==> src/rtl/mmio_timer_pkg.sv <==
// rtl/mmio_timer_pkg.sv - register map, field positions and reset values for mmio_timer
package mmio_timer_pkg;

    typedef enum logic [1:0] {
        REG_CTRL    = 2'd0,
        REG_COUNT   = 2'd1,
        REG_COMPARE = 2'd2,
        REG_STATUS  = 2'd3
    } reg_sel_e;

    localparam int CTRL_EN       = 0;
    localparam int CTRL_AUTOCLR  = 1;
    localparam int CTRL_IE       = 2;
    localparam int PRESCALE_LSB  = 8;
    localparam int PRESCALE_MSB  = 15;

    localparam int STATUS_MATCH  = 0;
    localparam int STATUS_OVF    = 1;

    localparam logic [31:0] CTRL_MASK     = 32'h0000_FF07;
    localparam logic [31:0] COMPARE_RESET = 32'hFFFF_FFFF;

endpackage

==> src/rtl/timer_prescaler.sv <==
// rtl/timer_prescaler.sv - divides the clock into one tick every prescale+1 cycles
module timer_prescaler (
    input  logic       clk,
    input  logic       reset,
    input  logic       en,
    input  logic       clr,
    input  logic [7:0] prescale,
    output logic       tick
);

    logic [7:0] cnt;

    // A clear cycle never ticks, so a rewrite restarts the full period.
    assign tick = en && !clr && (cnt == prescale);

    always_ff @(posedge clk) begin
        if (reset || clr || !en) begin
            cnt <= 8'd0;
        end else if (cnt == prescale) begin
            cnt <= 8'd0;
        end else begin
            cnt <= cnt + 8'd1;
        end
    end

endmodule

==> src/rtl/mmio_timer.sv <==
// rtl/mmio_timer.sv - memory-mapped 32-bit timer with compare, overflow and interrupt
module mmio_timer
    import mmio_timer_pkg::*;
#(
    parameter logic [31:0] BASE_ADDR = 32'hFFFF_0000
) (
    input  logic        clk,
    input  logic        reset,
    input  logic        memwrite,
    input  logic [31:0] memaddr,
    input  logic [31:0] memwritedata,
    output logic [31:0] memreaddata,
    output logic        hit,
    output logic        irq
);

    logic [31:0] ctrl;
    logic [31:0] count;
    logic [31:0] compare;
    logic [1:0]  status;
    logic [31:0] count_next;
    logic [1:0]  status_next;
    logic [1:0]  w1c;
    logic        tick;
    logic        wr_ctrl, wr_count, wr_compare, wr_status;
    logic        match_evt, ovf_evt;
    logic        unused_addr_bits;
    reg_sel_e    sel;

    assign hit = (memaddr[31:4] == BASE_ADDR[31:4]);
    assign sel = reg_sel_e'(memaddr[3:2]);
    assign unused_addr_bits = &{1'b0, memaddr[1:0]};

    assign wr_ctrl    = memwrite && hit && (sel == REG_CTRL);
    assign wr_count   = memwrite && hit && (sel == REG_COUNT);
    assign wr_compare = memwrite && hit && (sel == REG_COMPARE);
    assign wr_status  = memwrite && hit && (sel == REG_STATUS);

    timer_prescaler u_prescaler (
        .clk      (clk),
        .reset    (reset),
        .en       (ctrl[CTRL_EN]),
        .clr      (wr_ctrl),
        .prescale (ctrl[PRESCALE_MSB:PRESCALE_LSB]),
        .tick     (tick)
    );

    // A CPU write to COUNT discards every effect of a same-cycle tick.
    assign match_evt = tick && !wr_count && (count == compare);
    assign ovf_evt   = tick && !wr_count && (count == 32'hFFFF_FFFF);
    assign w1c       = wr_status ? memwritedata[1:0] : 2'b00;

    always_comb begin
        count_next = count;
        if (wr_count) begin
            count_next = memwritedata;
        end else if (tick) begin
            if (match_evt && ctrl[CTRL_AUTOCLR]) begin
                count_next = 32'd0;
            end else begin
                count_next = count + 32'd1;
            end
        end
    end

    always_comb begin
        status_next = status & ~w1c;
        status_next[STATUS_MATCH] = status_next[STATUS_MATCH] | match_evt;
        status_next[STATUS_OVF]   = status_next[STATUS_OVF] | ovf_evt;
    end

    always_ff @(posedge clk) begin
        if (reset) begin
            ctrl    <= 32'd0;
            count   <= 32'd0;
            compare <= COMPARE_RESET;
            status  <= 2'b00;
            irq     <= 1'b0;
        end else begin
            if (wr_ctrl) begin
                ctrl <= memwritedata & CTRL_MASK;
            end
            if (wr_compare) begin
                compare <= memwritedata;
            end
            count  <= count_next;
            status <= status_next;
            irq    <= ctrl[CTRL_IE] & status[STATUS_MATCH];
        end
    end

    always_comb begin
        memreaddata = 32'd0;
        if (hit) begin
            case (sel)
                REG_CTRL:    memreaddata = ctrl;
                REG_COUNT:   memreaddata = count;
                REG_COMPARE: memreaddata = compare;
                REG_STATUS:  memreaddata = {30'd0, status};
                default:     memreaddata = 32'd0;
            endcase
        end
    end

endmodule

==> config.mk <==
export PLATFORM = sky130hd
export DESIGN_NAME = mmio_timer
export DESIGN_NICKNAME = d
export VERILOG_FILES = /design/src/rtl/mmio_timer_pkg.sv /design/src/rtl/timer_prescaler.sv /design/src/rtl/mmio_timer.sv
export SDC_FILE = /design/constraint.sdc
export NUM_CORES = 1
export LEC_CHECK = 0
export BUFFER_PORTS_ARGS = -buffer_cell sky130_fd_sc_hd__buf_2
export CAP_MARGIN = 10
export CELL_PAD_IN_SITES_DETAIL_PLACEMENT = 0
export CELL_PAD_IN_SITES_GLOBAL_PLACEMENT = 1
export CORE_AREA = 2 2 118 120
export DETAILED_ROUTE_END_ITERATION = 16
export DIE_AREA = 0 0 120 122
export PLACE_DENSITY = 0.87
export SLEW_MARGIN = 20
export SYNTH_ARGS = -nofsm -noshare
export SYNTH_HDL_FRONTEND = slang
export SYNTH_SLANG_ARGS = --single-unit
==> constraint.sdc <==
create_clock -name clk -period 2.45 [get_ports clk]
set_clock_uncertainty 0.1 [all_clocks]
set_input_delay 0.49 -clock clk [delete_from_list [all_inputs] [get_ports clk]]
set_output_delay 0.49 -clock clk [all_outputs]
set_load 0.02 [all_outputs]
# Word level (Yosys, flattened, before mapping)

Cells that the tools add are included.

Add/sub/neg operators: 2
$mul: 0
Divide/modulo/power cells: 0
Magnitude comparators: 0
Equal/unequal tests: 7
Shifts and indexed selects: 0
Mux-type cells: 6
Bitwise gates (word level): 5
Reductions and logical operators: 19

Operator list:

| operator                | number |
|---|---|
| $mux W32                | 4 |
| $pmux W32 S4            | 1 |
| $add A32 B1 Y32 const B | 1 |
| $eq A32 B32 Y1          | 1 |
| $eq A32 B32 Y1 const B  | 1 |
| $eq A28 B28 Y1 const B  | 1 |
| $logic_and A1 B1 Y1     | 11 |
| $add A8 B1 Y8 const B   | 1 |
| $eq A8 B8 Y1            | 1 |
| $eq A2 B2 Y1 const B    | 2 |
| $logic_not A1 Y1        | 3 |
| $and A2 B2 Y2           | 1 |
| $eq A2 B1 Y1 const B    | 1 |
| $logic_not A2 Y1        | 1 |
| $logic_or A1 B1 Y1      | 2 |
| $mux W2                 | 1 |
| $not A2 Y2              | 1 |
| $or A1 B1 Y1            | 2 |
| $reduce_bool A2 Y1      | 1 |
| $reduce_or A2 Y1        | 1 |
| $and A1 B1 Y1           | 1 |

Bits in registers: 86
Bits in latches: 0
RAM bits: 0
ROM bits: 0
Input port bits: 67
Output and inout port bits: 34
Logic and storage cells: 45
Memories: 0

# Logic depth before layout (Yosys ltp)

Gate-level depths: netlist (run 1).

Depth after elaboration: 12
Gate-level depth with buffers: 9
Depth with buffers taken out: 7

# By module

From an unflattened synthesis (run 1), not the netlist that was laid out.

Cell total of the unflattened synthesis: 657
Area, all modules: 5183.7 um^2

By module, submodules not included:

| module          | instances | cells an instance | area an instance (um^2) | seq. area each (um^2) |
|---|---|---|---|---|
| mmio_timer      | 1         | 611               | 4703.3                  | 1561.5 |
| timer_prescaler | 1         | 46                | 480.5                   | 160.2 |

# Worst setup path before layout (run 1)

OpenSTA, ideal clock, no wires.

Path kind: input to output
Start point: input memaddr[13]
End point: output memreaddata[10]
Data arrival time: 1.751 ns
Data required time: 1.860 ns
Setup slack: 0.109 ns
Stages on the path: 5
Buffers on the path: 1
Path through: nor4b_1 > and4_1 > nand2_1 > clkbuf_1 > nor2_1

Longest elaborated chain between the ends: 2

Ends and longest elaborated chain:

| item           | RTL line         | source |
|---|---|---|
| from (decl)    | mmio_timer.sv:10 | `input logic [31:0] memaddr,` |
| $eq A28 B28 Y1 | mmio_timer.sv:30 | `assign hit = (memaddr[31:4] == BASE_ADDR[31:4]);` |
| $mux W32       | mmio_timer.sv:94 | `if (hit) begin` |
| to (decl)      | mmio_timer.sv:12 | `output logic [31:0] memreaddata,` |

No other way between the ends.

# Final worst setup path (run 1)

Start point: register compare[25]
End point: register count[27]

Longest elaborated chain between the ends: 6

Ends and longest elaborated chain:

| item                   | RTL line         | source |
|---|---|---|
| from (decl)            | mmio_timer.sv:19 | `logic [31:0] compare;` |
| from (signal assigned) | mmio_timer.sv:84 | `compare <= memwritedata;` |
| $eq A32 B32 Y1         | mmio_timer.sv:49 | `assign match_evt = tick && !wr_count && (count == compare);` |
| $logic_and A1 B1 Y1    | mmio_timer.sv:49 |  |
| $logic_and A1 B1 Y1    | mmio_timer.sv:58 | `if (match_evt && ctrl[CTRL_AUTOCLR]) begin` |
| $mux W32               | mmio_timer.sv:58 |  |
| $mux W32               | mmio_timer.sv:57 | `end else if (tick) begin` |
| $mux W32               | mmio_timer.sv:55 | `if (wr_count) begin` |
| to (signal assigned)   | mmio_timer.sv:86 | `count <= count_next;` |
| to (decl)              | mmio_timer.sv:18 | `logic [31:0] count;` |

No other way between the ends. The select of a mux whose other input is x is not followed.
A chain may end at the register's enable or synchronous reset.

==> summary.md, run 1 <==
| Metric | Value |
|---|---|
| Root Buffer Master | `sky130_fd_sc_hd__clkbuf_16` |
| Kind of start point of the critical path | `flip-flop` |
| Max-capacitance violation count | `0` |
| Number of enable-type register cells in the synthesized netlist | `0` |
| Die span in x | `120 µm` |
| Placeable core area | `13,500 µm²` |
| Count of hold buffers inserted by post-cts repair | `0` |
| Top FF cell, synth | `sky130_fd_sc_hd__dfxtp_1` |
| Count of vias placed by the detailed router | `5,729` |
| RSZ-0062 raised after global routing | `true` |
| Relative slew slack | `52.2%` |
| Height of the die | `122 µm` |
| Number of antenna diodes | `0` |
| Critical Path Slowest Stage Cell | `sky130_fd_sc_hd__or4_4` |
| Post-synthesis net count | `787` |
| Largest fanout on the critical path | `8` |
| Post-layout worst setup margin | `0.0107 ns` |
| Number of buffers added for setup after CTS | `0` |
| Post-Place Worst Slack | `-0.226 ns` |
| Worst Setup End Kind | `flip-flop` |
| Signed area change from the synthesized netlist to the final layout | `29.6%` |
| Net count of the finished layout | `919` |
| Final HPWL DP | `12,200 µm` |
| Warnings from Yosys | `0` |
| Clock transition at the register clock pins on the worst setup and hold paths after CTS | `0.07 ns` |
| Number of vias per cell after detailed routing | `5.54` |
| Post-layout min period | `2.44 ns` |
| Switching part of the total power | `23.7%` |
| Hold crit path type | `in -> reg` |
| Part of the cycle the worst path needs | `99.6%` |
| Setup Viol. Count Final | `0` |
| Clock Power Share | `49.4%` |
| GR Overflow Total | `0` |
| Path type of the worst setup path | `reg -> reg` |
| Largest net degree at the start of global routing | `77` |
| Result of the run | `finished clean` |
| First-pass GRT wire length | `28,100 µm` |
| Vias in the first global route | `5,431` |
| Number of port buffers | `98` |
| Power per unit of standard cell area | `452 nW/µm²` |
| Ratio of cells with drive above 1 in the final layout | `27.4%` |
| Switching power of the nets | `0.740 mW` |
| Part of the power in combinational logic | `5.9%` |
| Max incr delay on CP | `0.59 ns` |
| Number of synthesized register bits | `86` |
| Antenna violations before repair | `0` |
| Syn_area_per_cell | `7.44 µm²` |
| Series of cell instances along the critical path | `xor2_2 > nor4_2 > buf_4 > nand4_1 > or4_4 > a222oi_1 > a21oi_1` |
| Weighted congestion reported at the end of routability-driven placement | `0.930` |
| Yosys cell types | `50` |
| Worst IR Drop VDD | `347 µV` |
| Effective utilization at floorplan | `39.6%` |
| Top-level I/O count | `101` |
| First-iteration detailed-routing DRC count | `553` |
| Required time of the critical path | `2.59 ns` |
| TritonCTS clock tree | `built` |
| Number of rows in the core area | `43` |
| DRC violations left | `0` |
| Synthesized area | `5340 µm²` |
| Maximum buffer depth of the clock tree | `2` |
| All-Layer GR Usage | `24.2%` |
| Static power due to leakage | `2.83 nW` |
| Clock Sinks | `86` |
| Sequential Power Share | `44.7%` |
| Share of async-settable or async-resettable flops after synthesis | `0%` |
| Timing-limited maximum frequency | `0.410 GHz` |
| Hold_ws | `0.264 ns` |
| H-tree Lvls | `3` |
| TritonCTS Buffers | `9` |
| Clock Latency Late Sink | `0.36 ns` |
| Final Slew Violations | `0` |
| Post-route antenna net violation count | `0` |
| Final Hold Violating Endpoints | `0` |
| Arrival @ worst endpoint | `2.58 ns` |
| Drt total wl | `17,600 µm` |
| Internal Dissipation | `2.39 mW` |
| Worst-Margin Slew | `0.715 ns` |
| Detailed-router iteration count before antenna repair | `5` |
| Sequential element share of the synthesized area | `32.2%` |
| Area of the die | `14,600 µm²` |
| Synthesized netlist cell count | `718` |
| Routed len/inst | `17.0 µm` |
==> final cells by class <==
| class | instances | area (µm²) |
|---|---|---|
| clock buffers | 9 | 225 |
| clock inverters | 7 | 105 |
| fillers | 1299 | 6580 |
| inverters | 9 | 33.8 |
| multi-input cells | 561 | 3420 |
| flip-flops and latches | 86 | 1730 |
| well taps | 180 | 225 |
| repair buffers | 183 | 1180 |
==> registers in the layout (all words and copies together) (netlist names) <==
signal           count
compare             32
count               32
status               2
u_prescaler.cnt      8
ctrl                11
irq                  1
==> power groups by stage <==
| stage | sequential, mW | combinational [mW] | clock, mW |
|---|---|---|---|
| after floorplan | 1.43 | 0.0750 | 0 |
| after global placement | 1.43 | 0.176 | 0 |
| after detailed placement | 1.43 | 0.175 | 0 |
| after CTS | 1.40 | 0.179 | 1.56 |
| after global routing | 1.40 | 0.201 | 1.61 |
| final | 1.40 | 0.186 | 1.55 |
==> cell usage in the layout (no fill, tap or decap), types with 9 or more instances in the layout <==
master	count
sky130_fd_sc_hd__nand4_1	22
sky130_fd_sc_hd__mux2i_1	9
sky130_fd_sc_hd__xor2_1	35
sky130_fd_sc_hd__buf_2	95
sky130_fd_sc_hd__nand3_1	37
sky130_fd_sc_hd__nor3_1	12
sky130_fd_sc_hd__a2bb2oi_1	18
sky130_fd_sc_hd__a21oi_1	42
sky130_fd_sc_hd__a31oi_1	10
sky130_fd_sc_hd__and2_1	12
sky130_fd_sc_hd__a22oi_1	23
sky130_fd_sc_hd__o211ai_1	13
sky130_fd_sc_hd__buf_4	83
sky130_fd_sc_hd__nand3b_1	31
sky130_fd_sc_hd__nor2_1	71
sky130_fd_sc_hd__xnor2_1	14
sky130_fd_sc_hd__and3_1	10
sky130_fd_sc_hd__dfxtp_1	78
sky130_fd_sc_hd__clkbuf_16	9
sky130_fd_sc_hd__nand2_1	131
sky130_fd_sc_hd__inv_1	9
==> stage by stage <==
step	TNS, ns	power, mW	std cells	util, %	cell area (µm²)
floorplan	0	1.50	718	-	5340
global placement	-11.89	1.61	1017	47.7	6440
detailed placement	-13.01	1.60	1017	47.7	6440
CTS	0	3.14	1034	50.5	6810
global route	-0.641	3.21	1035	51.3	6920
finish	0	3.13	1035	51.3	6920
==> timing repair <==
action                     in CTS  in global routing
gates cloned                    1                  1
pin swaps                       1                  5
gates resized for setup         6                 28
setup endpoints to repair      61                 58
==> routing by layer <==
layer / vias to the layer above / GRT usage, % / part of all wire [%]
li1: 2795 / - / -
met1: 2663 / 32.7 / 45
met2: 245 / 38.2 / 45
met3: 26 / 4.68 / 7.6
met4: 0 / 8.97 / 2.6
met5: - / 0 / 0
==> worst max-delay path: cells and delay by family (launching register included) <==
| family | cells | cell delay [ns] |
|---|---|---|
| XOR/XNOR | 1 | 0.19 |
| AND/OR/NAND/NOR | 3 | 1.09 |
| AO/OA/AOI/OAI | 2 | 0.45 |
| flip-flops | 1 | 0.34 |
| buffers and inverters | 1 | 0.15 |
==> worst paths after layout <==
path                     from          end  slack, ns  cells past startpoint
min reg2reg           ctrl[2]          irq       0.36                      2
min          memwritedata[23]  compare[23]       0.26                      3
max reg2reg       compare[25]    count[27]       0.01                      7
max               compare[25]    count[27]       0.01                      7
==> cell families (layout without fill, tap and decap cells) <==
group | Yosys count | in the layout | synth area share, %
and+or+nand+nor | 367 | 369 | 33.6
AOI/OAI and AO/OA | 129 | 129 | 16.7
DFF | 86 | 86 | 32.2
buffers and inverters | 73 | 208 | 6.23
xor gates and xnor gates | 50 | 50 | 8.20
muxes | 11 | 11 | 2.53
adders and majority gates | 2 | 2 | 0.468
==> cells in the mapped netlist (2+ instances only) <==
master	instances	area share (%)
sky130_fd_sc_hd__nor4_1	14	1.6
sky130_fd_sc_hd__nor2b_1	3	0.35
sky130_fd_sc_hd__nand4_1	22	2.6
sky130_fd_sc_hd__nand2_1	132	9.3
sky130_fd_sc_hd__xnor2_1	14	2.3
sky130_fd_sc_hd__a2bb2oi_1	18	3.0
sky130_fd_sc_hd__and4_1	2	0.33
sky130_fd_sc_hd__nand2b_1	2	0.23
sky130_fd_sc_hd__nand3_1	37	3.5
sky130_fd_sc_hd__or3_1	3	0.35
sky130_fd_sc_hd__buf_4	2	0.28
sky130_fd_sc_hd__nor2_1	73	5.1
sky130_fd_sc_hd__a211o_1	2	0.33
sky130_fd_sc_hd__a22oi_1	23	3.2
sky130_fd_sc_hd__mux4_2	2	0.84
sky130_fd_sc_hd__buf_6	5	1.1
sky130_fd_sc_hd__and2_1	12	1.4
sky130_fd_sc_hd__a41oi_1	2	0.33
sky130_fd_sc_hd__a222oi_1	5	0.94
sky130_fd_sc_hd__nand3b_1	31	4.4
sky130_fd_sc_hd__buf_2	11	1.0
sky130_fd_sc_hd__xor2_1	36	5.9
sky130_fd_sc_hd__a21oi_1	42	3.9
sky130_fd_sc_hd__ha_1	2	0.47
sky130_fd_sc_hd__dfxtp_1	86	32
sky130_fd_sc_hd__nor3_1	13	1.2
sky130_fd_sc_hd__or2_2	4	0.47
sky130_fd_sc_hd__inv_1	9	0.63
sky130_fd_sc_hd__buf_1	2	0.14
sky130_fd_sc_hd__clkbuf_1	44	3.1
sky130_fd_sc_hd__o211ai_1	13	1.8
sky130_fd_sc_hd__a31oi_1	10	1.2
sky130_fd_sc_hd__o21a_1	6	0.84
sky130_fd_sc_hd__nand4b_1	2	0.33
sky130_fd_sc_hd__o31ai_1	2	0.28
sky130_fd_sc_hd__and3_1	10	1.2
sky130_fd_sc_hd__mux2i_1	9	1.7
Power figures use the tool's default switching activity.
==> inputs of run 2 (changes only) <==
- CORE_AREA: 2 2 118 120 -> 2 2 127 129
- DIE_AREA: 0 0 120 122 -> 0 0 129 131
- PLACE_DENSITY: 0.87 -> 0.77
==> run 2 against run 1 <==
Against the previous run:
- the flow now finishes with violations (setup timing)
- utilization down 5.8 points
- clock power down 5%
- die area up 15%
- critical endpoint unchanged
- largest cell class unchanged
==> summary.md, run 2 (synthesized netlist as in run 1, its figures left out) <==
| Metric | Value |
|---|---|
| Result of the run | `finished, violations left` |
| Violated checks | `setup timing` |
| Number of antenna diodes | `0 (unchanged)` |
| DR WL met2 | `8070 µm (+3.3%)` |
| Max-capacitance violation count | `0 (unchanged)` |
| Static power due to leakage | `2.92 nW (+3.3%)` |
| Commonest non-fill, non-tap cell in the layout | `sky130_fd_sc_hd__nand2_1` |
| First-pass GRT wire length | `28,400 µm (+1.1%)` |
| Total power draw | `3.05 mW (-2.4%)` |
| Path type of the worst setup path | `reg -> reg` |
| Weighted congestion reported at the end of routability-driven placement | `0.882 (-5.2%)` |
| Setup Viol. Count Final | `1 (+1)` |
| Detailed-router iteration count before antenna repair | `5 (unchanged)` |
| Hold crit path type | `in -> reg` |
| Root Buffer Master | `sky130_fd_sc_hd__clkbuf_16` |
| Maximum buffer depth of the clock tree | `2 (unchanged)` |
| Timing-limited maximum frequency | `0.408 GHz (-0.49%)` |
| Part of the power in combinational logic | `6.1% (+0.2 points)` |
| Ratio of cells with drive above 1 in the final layout | `27.6% (+0.25 points)` |
| Number of rows in the core area | `46 (+7.0%)` |
| Internal Dissipation | `2.31 mW (-3.2%)` |
| Count of vias placed by the detailed router | `5,748 (+0.33%)` |
| Signed area change from the synthesized netlist to the final layout | `32.7%` |
| Antenna violations before repair | `0 (unchanged)` |
| GR Overflow Total | `0 (unchanged)` |
| Worst IR Drop VDD | `331 µV (-4.7%)` |
| Series of cell instances along the critical path | `xor2_4 > nor4_4 > buf_4 > nand4_1 > or4_4 > a222oi_1 > a21oi_1` |
| Required time of the critical path | `2.58 ns (about the same)` |
| Critical Path Slowest Stage Cell | `sky130_fd_sc_hd__or4_4` |
| Net count of the finished layout | `933 (+1.5%)` |
| Post-Place Worst Slack | `-0.246 ns (-0.0200 ns)` |
| DRC violations left | `0 (unchanged)` |
| Part of the cycle the worst path needs | `100% (+0.49 points)` |
| RSZ-0062 raised after global routing | `true` |
| Placeable core area | `15,600 µm² (+16%)` |
| Final Hold Violating Endpoints | `0 (unchanged)` |
| Clock Sinks | `86 (unchanged)` |
| Sequential Power Share | `45.7% (+1.0 points)` |
| Routed length on met3 | `1060 µm (-21%)` |
| First-iteration detailed-routing DRC count | `432 (-22%)` |
| Arrival @ worst endpoint | `2.58 ns (about the same)` |
| TritonCTS clock tree | `built` |
| Largest fanout on the critical path | `5 (-3)` |
| Post-route antenna net violation count | `0 (unchanged)` |
| Area of the die | `16,900 µm² (+15%)` |
| Number of port buffers | `98 (unchanged)` |
| Most used cells in the layout excluding fill and tap cells | `sky130_fd_sc_hd__nand2_1, sky130_fd_sc_hd__buf_2, sky130_fd_sc_hd__buf_4` |
| Clock Latency Late Sink | `0.35 ns (about the same)` |
| Height of the die | `131 µm (+7.4%)` |
| Top-level I/O count | `101 (unchanged)` |
| Kind of start point of the critical path | `flip-flop` |
| Largest net degree at the start of global routing | `58 (-25%)` |
| Post-layout worst setup margin | `-0.00130 ns (-0.0120 ns)` |
| Drt total wl | `18,100 µm (+3.2%)` |
| Largest registers ranked by flip-flop count | `compare: 32 flops, count: 32 flops, ctrl: 11 flops` |
| Max Used Layer | `met4` |
| Post-layout min period | `2.45 ns (+0.0120 ns)` |
| Switching part of the total power | `24.3% (+0.62 points)` |
| Relative slew slack | `51.7% (-0.54 points)` |
| Power per unit of standard cell area | `431 nW/µm² (-4.6%)` |
| H-tree Lvls | `3 (unchanged)` |
| Final HPWL DP | `13,100 µm (+7.4%)` |
| Switching power of the nets | `0.741 mW (+0.17%)` |
| Vias in the first global route | `5,229 (-3.7%)` |
| Routed len/inst | `16.7 µm (-1.6%)` |
| Worst-Margin Slew | `0.723 ns (+0.00811 ns)` |
| Die span in x | `129 µm (+7.5%)` |
| Worst Setup End Kind | `flip-flop` |
| Effective utilization at floorplan | `34.2% (-5.3 points)` |
| Final Slew Violations | `0 (unchanged)` |
| Clock Power Share | `48.2% (-1.2 points)` |
| Detailed-routing wirelength on met1 | `8700 µm (+9.4%)` |
| Clock transition at the register clock pins on the worst setup and hold paths after CTS | `0.07 ns (about the same)` |
| Count of hold buffers inserted by post-cts repair | `0 (unchanged)` |
| Max incr delay on CP | `0.57 ns (-0.02 ns)` |
| TritonCTS Buffers | `9 (unchanged)` |
| All-Layer GR Usage | `21.5% (-2.7 points)` |
| Number of vias per cell after detailed routing | `5.30 (-4.3%)` |
[run 2: worst max-delay path, delay by kind of cell, from the launching register on]
family          cells  cell delay [ns]
xor+xnor            1             0.20
buf+inv             1             0.15
flops               1             0.37
simple gates        3             1.08
compound gates      2             0.43
[run 2: cell type report]
type / instances / area [µm²]
well taps: 216 / 270
flip-flops and latches: 86 / 1730
inverters: 9 / 33.8
fillers: 1617 / 8510
repair buffers: 196 / 1300
clock inverters: 6 / 73.8
multi-input cells: 562 / 3450
clock buffers: 10 / 239
[run 2: power by group through the flow]
stage	logic [mW]	clock network, mW	registers [mW]
6_report	0.188	1.47	1.40
5_1_grt	0.202	1.55	1.40
4_1_cts	0.181	1.49	1.40
3_5_place_dp	0.178	0	1.43
3_3_place_gp	0.180	0	1.43
2_1_floorplan	0.0750	0	1.43
[run 2: stage by stage]
step / TNS, ns / cell area (µm²) / hold WS (ns) / std cells / util, %
floorplan: 0 / 5340 / 0.322 / 718 / -
global placement: -16.64 / 6590 / 0.347 / 1065 / 42.3
detailed placement: -16.57 / 6590 / 0.346 / 1065 / 42.3
CTS: 0 / 6960 / 0.260 / 1083 / 44.6
global route: -0.568 / 7090 / 0.272 / 1085 / 45.4
finish: -0.00130 / 7090 / 0.265 / 1085 / 45.4
[run 2: worst paths after layout]
| path | start | to | cells past startpoint | slack, ns |
|---|---|---|---|---|
| setup / recovery | compare[25] | count[27] | 7 | -0.001 |
| hold / removal | memwritedata[6] | compare[6] | 3 | 0.26 |
| setup reg to reg | compare[25] | count[27] | 7 | -0.001 |
| hold reg to reg | status[0] | irq | 2 | 0.35 |
[run 2: timing repair]
item / 4_1_cts / 5_1_grt
cloned: 1 / 2
endpoints found under the hold margin: 0 / 0
buffers inserted: 1 / 0
pin swaps: 1 / 4
gates resized for setup: 7 / 22
setup endpoints to repair: 62 / 55
[run 2: routing by layer]
metal | track usage [%] | vias to the layer above
met1 | 31.0 | 2695
met5 | 0 | -
met2 | 33.4 | 196
met3 | 3.34 | 22
li1 | - | 2835
met4 | 5.69 | 0
==> inputs of run 3 (changes only) <==
- CELL_PAD_IN_SITES_DETAIL_PLACEMENT: 0 -> unset
- CELL_PAD_IN_SITES_GLOBAL_PLACEMENT: 1 -> unset
- CORE_AREA: 2 2 127 129 -> 3 3 128 130
- DIE_AREA: 0 0 129 131 -> 0 0 131 133
- PLACE_DENSITY: 0.77 -> 0.61
==> run 3 against run 2 <==
Against the previous run:
- the run still ends with setup timing left
- count of clock-buffer cells in the layout increased by 1
- global-route usage is 1.1 points lower
- sequential power about the same
- cell count shrank 1.1%
- utilization increased by 0.17 points
- worst hold slack improved by 0.0048 ns
- sequential share of layout area up 0.41 points
- via count decreased by 0.78%
==> summary.md, run 3 (synthesized netlist as in run 1, its figures left out) <==
| Metric | Value |
|---|---|
| First-pass GRT wire length | `28,400 µm (about the same)` |
| Height of the die | `133 µm (+1.5%)` |
| Post-route antenna net violation count | `0 (unchanged)` |
| Weighted congestion reported at the end of routability-driven placement | `0.838 (-4.9%)` |
| Timing-limited maximum frequency | `0.406 GHz (-0.46%)` |
| Max-capacitance violation count | `0 (unchanged)` |
| All-Layer GR Usage | `20.4% (-1.1 points)` |
| TritonCTS Buffers | `9 (unchanged)` |
| Number of standard cells in the final layout excluding fillers | `1,073 (-1.1%)` |
| Clock Latency Late Sink | `0.35 ns (about the same)` |
| Effective utilization at floorplan | `35.0% (+0.76 points)` |
| Clock Sinks | `86 (unchanged)` |
| H-tree Lvls | `3 (unchanged)` |
| Worst-Margin Slew | `0.690 ns (-0.0328 ns)` |
| Required time of the critical path | `2.57 ns (about the same)` |
| Most prevalent standard cell on the critical path | `sky130_fd_sc_hd__buf_4` |
| Final Slew Violations | `0 (unchanged)` |
| Net count of the finished layout | `926 (-0.75%)` |
| Static power due to leakage | `2.85 nW (-2.3%)` |
| Clock transition at the register clock pins on the worst setup and hold paths after CTS | `0.07 ns (about the same)` |
| Hold crit path type | `in -> reg` |
| First-iteration detailed-routing DRC count | `406 (-6.0%)` |
| Number of rows in the core area | `45 (-2.2%)` |
| Top-level I/O count | `101 (unchanged)` |
| Number of vias per cell after detailed routing | `5.32 (+0.33%)` |
| Die span in x | `131 µm (+1.6%)` |
| Max incr delay on CP | `0.49 ns (-0.08 ns)` |
| Largest registers ranked by flip-flop count | `compare: 32 flops, count: 32 flops, ctrl: 11 flops` |
| Final HPWL DP | `12,700 µm (-2.8%)` |
| Number of port buffers | `98 (unchanged)` |
| Violated checks | `setup timing` |
| TritonCTS clock tree | `built` |
| Critical Path Slowest Stage Cell | `sky130_fd_sc_hd__or4_4` |
| Largest net degree at the start of global routing | `79 (+36%)` |
| Routed len/inst | `16.6 µm (-0.80%)` |
| Placeable core area | `15,300 µm² (-2.2%)` |
| RSZ-0062 raised after global routing | `true` |
| Worst IR Drop VDD | `375 µV (+13%)` |
| Area of the die | `17,400 µm² (+3.1%)` |
| Setup Viol. Count Final | `1 (unchanged)` |
| Commonest non-fill, non-tap cell in the layout | `sky130_fd_sc_hd__nand2_1` |
| DRC violations left | `0 (unchanged)` |
| Count of vias placed by the detailed router | `5,703 (-0.78%)` |
| Power per unit of standard cell area | `434 nW/µm² (+0.73%)` |
| Post-layout min period | `2.46 ns (+0.0114 ns)` |
| Antenna violations before repair | `0 (unchanged)` |
| Arrival @ worst endpoint | `2.58 ns (about the same)` |
| Most used cells in the layout excluding fill and tap cells | `sky130_fd_sc_hd__nand2_1, sky130_fd_sc_hd__buf_2, sky130_fd_sc_hd__buf_4` |
| Detailed-router iteration count before antenna repair | `7 (+2)` |
| Path type of the worst setup path | `reg -> reg` |
| Area of all placed cells without fillers | `6960 µm² (-1.8%)` |
| Final Hold Violating Endpoints | `0 (unchanged)` |
| Largest fanout on the critical path | `8 (+3)` |
| Signed area change from the synthesized netlist to the final layout | `30.3%` |
| GR Overflow Total | `0 (unchanged)` |
| Maximum buffer depth of the clock tree | `2 (unchanged)` |
| Vias in the first global route | `5,376 (+2.8%)` |
| Drt total wl | `17,800 µm (-1.9%)` |
| Series of cell instances along the critical path | `xor2_2 > nor4_2 > buf_4 > nand4_1 > buf_4 > or4_4 > buf_4 > nand4b_1 > a41oi_1` |
| Core utilization of the finished layout | `45.6% (+0.17 points)` |
| Count of placed standard cells including taps | `1,053 (-1.1%)` |
| Post-placement cell area | `6520 µm² (-1.1%)` |
| Result of the run | `finished, violations left` |
| Kind of start point of the critical path | `flip-flop` |
| Worst Setup End Kind | `flip-flop` |
| Relative slew slack | `53.9% (+2.2 points)` |
| Ratio of cells with drive above 1 in the final layout | `26.8% (-0.82 points)` |
| Part of the cycle the worst path needs | `101% (+0.46 points)` |
| Number of antenna diodes | `0 (unchanged)` |
| Post-layout worst setup margin | `-0.0127 ns (-0.0114 ns)` |
| Root Buffer Master | `sky130_fd_sc_hd__clkbuf_16` |
run 3: changes by cell type in the layout (fill, tap and decap cells not counted), moves of 2 or more:
cell and delta:
sky130_fd_sc_hd__buf_4 -4, sky130_fd_sc_hd__inv_6 -4, sky130_fd_sc_hd__buf_6 -3, sky130_fd_sc_hd__clkinvlp_4 +3, sky130_fd_sc_hd__buf_2 +2
run 3: layer usage:
layer	GRT usage [%]	routed length, µm	up-vias
met5	0	0	-
met2	31.2	7960	201
met3	3.59	1160	20
met1	29.3	8350	2676
li1	-	-	2806
met4	5.54	296	0
run 3: critical path: cells and delay by family (launching register included):
family          cells  cell delay, ns
compound gates      1            0.10
buf+inv             3            0.55
simple gates        4            1.06
xor+xnor            1            0.18
flops               1            0.34
run 3: where the power goes:
part | total (mW) | internal, mW | switching [mW]
registers | 1.40 | 1.40 | 0.00000000485
clock network | 1.44 | 0.844 | 0.594
logic | 0.186 | 0.0817 | 0.104
run 3: final timing paths:
| kind | slack (ns) | from | endpoint | cells past startpoint |
|---|---|---|---|---|
| setup / recovery | -0.01 | compare[25] | count[2] | 9 |
| hold / removal | 0.27 | memwritedata[24] | compare[24] | 3 |
| setup reg to reg | -0.01 | compare[25] | count[2] | 9 |
| hold reg to reg | 0.37 | ctrl[2] | irq | 2 |
run 3: area by class of cell:
type,count,area [µm²]
sequential,86,1720
clock buffer,11,253
multi-input combinational,561,3410
clock inverter,5,57.6
tap,211,264
inverter,9,33.8
fill,1566,8300
timing repair buffer,190,1220
run 3: what timing repair did:
item                       in CTS  in global routing
gates resized for setup         6                 13
hold buffers                    0                  0
pin swaps                       1                  4
cloned                          1                  1
setup endpoints to repair      62                 51
setup buffers                   1                  1
run 3: per-stage QoR:
stage	power, mW	worst slack (ns)	TNS (ns)	hold WS (ns)
floorplan	1.50	0.109	0	0.322
global placement	1.61	-0.120	-7.16	0.352
detailed placement	1.61	-0.175	-8.63	0.354
CTS	3.04	0.00101	0	0.262
global route	3.12	-0.0816	-0.554	0.280
finish	3.02	-0.0127	-0.0127	0.270
